===== src/rtl/lights_pkg.sv =====
// Shared types and default constants for the lights sensor conditioning block.
package lights_pkg;

  typedef enum logic {
    ST_IDLE = 1'b0,
    ST_HOLD = 1'b1
  } mv_state_e;

  localparam int         DEF_DEBOUNCE = 4;
  localparam int         DEF_HOLD     = 16;
  localparam int         DEF_SAMPLES  = 3;
  localparam logic [7:0] DEF_DARK_LO  = 8'd40;
  localparam logic [7:0] DEF_DARK_HI  = 8'd60;

  // Debounced channels: bit 0 is the PIR sensor, bit 1 the override button.
  localparam int NUM_CH = 2;
  localparam int CH_PIR = 0;
  localparam int CH_BTN = 1;

endpackage


===== src/rtl/lights_debounce.sv =====
// Two-flop synchronizer followed by a level debouncer: the output flips only
// after DEBOUNCE consecutive synchronized samples disagree with it.
module lights_debounce #(
  parameter int DEBOUNCE = 4
) (
  input  logic clk,
  input  logic reset,
  input  logic raw,
  output logic level
);

  localparam int CW = $clog2(DEBOUNCE + 1);

  logic [1:0]    sync;
  logic [CW-1:0] cnt;

  always_ff @(posedge clk) begin
    if (reset) begin
      sync  <= '0;
      cnt   <= '0;
      level <= 1'b0;
    end else begin
      sync <= {sync[0], raw};
      if (sync[1] != level) begin
        if (cnt == CW'(DEBOUNCE - 1)) begin
          level <= ~level;
          cnt   <= '0;
        end else begin
          cnt <= cnt + 1'b1;
        end
      end else begin
        cnt <= '0;
      end
    end
  end

endmodule


===== src/rtl/lights_sensor_cond.sv =====
// Conditions raw lighting-controller inputs: debounced, hold-extended motion,
// a toggling override, and a hysteretic, sample-qualified darkness flag.
module lights_sensor_cond
  import lights_pkg::*;
#(
  parameter int         DEBOUNCE = DEF_DEBOUNCE,
  parameter int         HOLD     = DEF_HOLD,
  parameter int         SAMPLES  = DEF_SAMPLES,
  parameter logic [7:0] DARK_LO  = DEF_DARK_LO,
  parameter logic [7:0] DARK_HI  = DEF_DARK_HI
) (
  input  logic       clk,
  input  logic       reset,
  input  logic       lux_val,
  input  logic [7:0] lux,
  input  logic       pir,
  input  logic       force_btn,
  output logic       dark,
  output logic       movement,
  output logic       force_on
);

  localparam int HW = $clog2(HOLD + 1);
  localparam int SW = $clog2(SAMPLES + 1);

  logic [NUM_CH-1:0] raw, deb;
  assign raw = {force_btn, pir};

  for (genvar g = 0; g < NUM_CH; g++) begin : g_ch
    lights_debounce #(.DEBOUNCE(DEBOUNCE)) u_deb (
      .clk   (clk),
      .reset (reset),
      .raw   (raw[g]),
      .level (deb[g])
    );
  end

  // Movement FSM: hold count restarts on every cycle the debounced PIR is high.
  mv_state_e     state, state_nx;
  logic [HW-1:0] hold_cnt, hold_nx;

  always_ff @(posedge clk) begin
    if (reset) begin
      state    <= ST_IDLE;
      hold_cnt <= '0;
    end else begin
      state    <= state_nx;
      hold_cnt <= hold_nx;
    end
  end

  always_comb begin
    state_nx = state;
    hold_nx  = hold_cnt;
    case (state)
      ST_IDLE: if (deb[CH_PIR]) begin
        state_nx = ST_HOLD;
        hold_nx  = HW'(HOLD);
      end
      ST_HOLD: begin
        if (deb[CH_PIR])                hold_nx  = HW'(HOLD);
        else if (hold_cnt == HW'(1))    state_nx = ST_IDLE;
        else                            hold_nx  = hold_cnt - 1'b1;
      end
      default: state_nx = ST_IDLE;
    endcase
  end

  always_comb movement = (state == ST_HOLD);

  // Override toggles once per debounced press, one cycle after the rise.
  logic btn_q;

  always_ff @(posedge clk) begin
    if (reset) begin
      btn_q    <= 1'b0;
      force_on <= 1'b0;
    end else begin
      btn_q <= deb[CH_BTN];
      if (deb[CH_BTN] && !btn_q) force_on <= ~force_on;
    end
  end

  // Darkness hysteresis: a run of SAMPLES same-side samples moves the flag;
  // mid-band samples break both runs, invalid cycles are ignored.
  logic [SW-1:0] dark_cnt, light_cnt, dark_cnt_nx, light_cnt_nx;
  logic          dark_nx;

  always_comb begin
    dark_cnt_nx  = dark_cnt;
    light_cnt_nx = light_cnt;
    dark_nx      = dark;
    if (lux_val) begin
      if (lux < DARK_LO) begin
        dark_cnt_nx  = (dark_cnt == SW'(SAMPLES)) ? dark_cnt : dark_cnt + 1'b1;
        light_cnt_nx = '0;
        if (dark_cnt_nx == SW'(SAMPLES)) dark_nx = 1'b1;
      end else if (lux > DARK_HI) begin
        light_cnt_nx = (light_cnt == SW'(SAMPLES)) ? light_cnt : light_cnt + 1'b1;
        dark_cnt_nx  = '0;
        if (light_cnt_nx == SW'(SAMPLES)) dark_nx = 1'b0;
      end else begin
        dark_cnt_nx  = '0;
        light_cnt_nx = '0;
      end
    end
  end

  always_ff @(posedge clk) begin
    if (reset) begin
      dark_cnt  <= '0;
      light_cnt <= '0;
      dark      <= 1'b0;
    end else begin
      dark_cnt  <= dark_cnt_nx;
      light_cnt <= light_cnt_nx;
      dark      <= dark_nx;
    end
  end

endmodule


===== config.mk =====
export PLATFORM = sky130hd
export DESIGN_NAME = lights_sensor_cond
export DESIGN_NICKNAME = d
export VERILOG_FILES = /design/src/rtl/lights_pkg.sv /design/src/rtl/lights_debounce.sv /design/src/rtl/lights_sensor_cond.sv
export SDC_FILE = /design/constraint.sdc
export NUM_CORES = 1
export LEC_CHECK = 0
export ABC_AREA = 0
export CORE_MARGIN = 2
export CORE_UTILIZATION = 46
export DETAILED_ROUTE_END_ITERATION = 12
export PLACE_DENSITY = 0.76
export SYNTH_ARGS = -nofsm -noshare
export SYNTH_HDL_FRONTEND = slang
export SYNTH_SLANG_ARGS = --single-unit

===== constraint.sdc =====
create_clock -name clk -period 1.4 [get_ports clk]
set_clock_uncertainty 0.05 [all_clocks]
set_input_delay 0.28 -clock clk [delete_from_list [all_inputs] [get_ports clk]]
set_output_delay 0.28 -clock clk [all_outputs]
set_load 0.1 [all_outputs]

==> results of run 1 <==
registers in the layout, indices dropped and copies added (netlist names):
| signal | flops |
|---|---|
| btn_q | 1 |
| dark | 1 |
| dark_cnt | 2 |
| force_on | 1 |
| g_ch.u_deb.cnt | 6 |
| g_ch.u_deb.level | 2 |
| g_ch.u_deb.sync | 4 |
| hold_cnt | 5 |
| light_cnt | 2 |
| movement | 1 |
worst paths after layout:
kind,startpoint,end
worst max register to register,hold_cnt[1]$_SDFFE_PP0P_,hold_cnt[3]$_SDFFE_PP0P_
worst min-delay path,g_ch[1].u_deb.cnt[0]$_SDFF_PP0_,g_ch[1].u_deb.cnt[0]$_SDFF_PP0_
worst min register to register,g_ch[1].u_deb.cnt[0]$_SDFF_PP0_,g_ch[1].u_deb.cnt[0]$_SDFF_PP0_
worst max-delay path,hold_cnt[1]$_SDFFE_PP0P_,hold_cnt[3]$_SDFFE_PP0P_
critical path, cell delays in order (launching register included):
cell	delay (ns)
dfxtp_2	0.35
buf_4	0.13
or3_4	0.33
or4_4	0.42
a21oi_2	0.13
final cells by class:
class	instances	area [um2]
Multi-Input combinational cell	67	529
Timing Repair Buffer	23	240
Fill cell	168	637
Clock buffer	3	22.5
Sequential cell	25	512
Tap cell	27	33.8
Inverter	11	41.3
Clock inverter	1	6.26
logic make-up after synthesis:
| family | Yosys count | share of synthesized area [%] |
|---|---|---|
| DFF | 25 | 49.7 |
| and+or+nand+nor | 32 | 17.8 |
| buffers and inverters | 14 | 5.22 |
| muxes | 3 | 2.98 |
| adders and majority gates | 6 | 7.45 |
| AOI/OAI and AO/OA | 23 | 14.3 |
| xor gates and xnor gates | 3 | 2.61 |
timing repair:
action,CTS,global route
setup buffers,0,0
pin swaps,3,0
gates resized for setup,8,11
setup endpoints to repair,5,9
hold buffers,0,0
metrics by stage:
| step | hold WS (ns) | area [um2] | setup slack, ns | total power [mW] | utilization, % |
|---|---|---|---|---|---|
| floorplan | 0.349 | 1020 | 0.00238 | 0.779 | - |
| global placement | 0.356 | 1280 | -0.0740 | 0.829 | 63.2 |
| detailed placement | 0.363 | 1280 | -0.123 | 0.833 | 63.2 |
| CTS | 0.382 | 1340 | -0.0439 | 1.15 | 66.2 |
| global route | 0.394 | 1390 | -0.127 | 1.20 | 68.5 |
| finish | 0.373 | 1390 | -0.0479 | 1.14 | 68.5 |
power by group through the flow:
stage | combinational, mW | clock, mW | sequential (mW)
floorplan | 0.0363 | 0 | 0.742
global placement | 0.0856 | 0 | 0.743
detailed placement | 0.0893 | 0 | 0.744
CTS | 0.0899 | 0.334 | 0.728
global route | 0.103 | 0.367 | 0.728
finish | 0.0915 | 0.319 | 0.726
per-layer routing:
layer / vias up / part of all wire [%]
met5: - / 0
met4: 0 / 0.66
li1: 415 / -
met3: 2 / 3.8
met1: 373 / 42
met2: 18 / 54
cells in the final DEF, fill, tap and decap left out, types with 3 or more instances in the layout:
cell,synthesis,layout
ha_1,6,4
buf_4,0,8
nor2b_1,7,7
clkdlybuf4s50_1,0,12
buf_12,0,3
inv_1,11,9
clkbuf_4,0,3
xnor2_1,3,3
dfxtp_1,25,20
mux2i_1,3,3
a21oi_2,0,3
or3_4,0,3
dfxtp_2,0,3
o21ai_0,6,6
nor2_1,13,13
a21oi_1,8,5
==> results.json, run 1 <==
{
  "outcome": "finished with violations",
  "violations": "negative setup slack",
  "stdcell_count": 157,
  "clock_latency_ns": 0.31,
  "maxCapViolations": 0,
  "grt_usage_pct": 17.4,
  "htree_levels": 1,
  "reg2reg_depth": 4,
  "routedWlPerCell_um": 11.5,
  "grt-busiest-layer": "met2",
  "setup_slack_ns": -0.0479,
  "swShare_pct": 22.0,
  "drt_iter0_drc": 11,
  "p_seq_share_pct": 63.9,
  "viasPerCell": 5.15,
  "grt_use_met3_pct": 4.17,
  "combPwrFrac_pct": 8.1,
  "yosys.cell_count.top_type": "dfxtp_1",
  "grt_pass1_wl_um": 3420,
  "dieArea_um2": 2580,
  "yosys_warnings": 0,
  "port_buffers": 15,
  "core.rowCount": 16,
  "core_area_um2": 2020,
  "worstPathRequired_ns": 1.61,
  "synth.distinct_cells": 26,
  "drt-total-wl_um": 1810,
  "leakage_nw": 0.503,
  "cts-root-buf": "clkbuf_4",
  "worstMarginPinSlew_ns": 0.317,
  "r2r_slack_ns": -0.05,
  "async_flop_share_pct": 0,
  "synth_top_area_share_pct": 49.7,
  "place_congestion": 0.763,
  "hold_class": "flip-flop to flip-flop",
  "die_w_um": 50.8,
  "grt_pass1_vias": 850,
  "cts.sinks": 25,
  "vdd_drop_max_mv": 0.853,
  "cts_tree": "done",
  "finalHoldViolations": 0,
  "die_y_um": 50.8,
  "synth.cell_area_um2": 1010,
  "syn_to_final_growth_pct": 37.5,
  "antenna_cells": 0,
  "cp.arrival_ns": 1.66,
  "slew_violations": 0,
  "synth_commonest_cells": "dfxtp_1 (25), nor2_1 (13), inv_1 (11)",
  "ant_nets": 0,
  "drive_gt1_share_pct": 28.5,
  "start_util_pct": 49.8,
  "cp-end-kind": "flip-flop",
  "fmax_mhz": 691,
  "syn_nets": 125,
  "gr-total-overflow": 0,
  "slew_headroom_pct": 78.8,
  "startpoint_type": "flip-flop",
  "p_switching_mw": 0.250,
  "place_inst": 153,
  "finalCriticalPeriod_ns": 1.45,
  "vias": 808,
  "power_density_nw_per_um2": 821,
  "clk_pin_slew_ns": 0.13,
  "synth_cells": 106,
  "antenna_found_initial": 0,
  "drc": 0,
  "cts_buffers": 3,
  "ys_seq_area_share_pct": 49.7,
  "ios": 16,
  "setup_violations": 2,
  "clockPowerShare_pct": 28.1,
  "synth_top_area_cell": "dfxtp_1",
  "synth.area.top_cells": "dfxtp_1 (50%), ha_1 (7.5%), nor2_1 (4.8%), nor2b_1 (4.3%), inv_1 (4.1%)",
  "grt_max_degree": 16,
  "clockBufferDepth": 2,
  "cp_max_fo": 2,
  "synth_edf_count": 0,
  "dr.pass1.iters": 4,
  "ys_ff_latch": 25,
  "tns_ns": -0.0859,
  "hold_depth": 1,
  "use_met1_pct": 19.6,
  "dp.final_hpwl_um": 1370,
  "rsz0062_at_grt": "yes",
  "nets": 150,
  "finalCritPeriodShare_pct": 103,
  "power.internal_mw": 0.887,
  "crit_type": "flip-flop to flip-flop",
  "met2_usage_pct": 31.4,
  "synth_ff_type": "dfxtp_1",
  "syn_avg_cell_area_um2": 9.50
}
(Power assumes the default switching activity.)
==> run 2: changes to the inputs <==
Settings changed: CTS_CLUSTER_DIAMETER set to 40.
==> results of run 2 <==
Same layout as run 1: the final DEF is identical, and so are final timing and power.
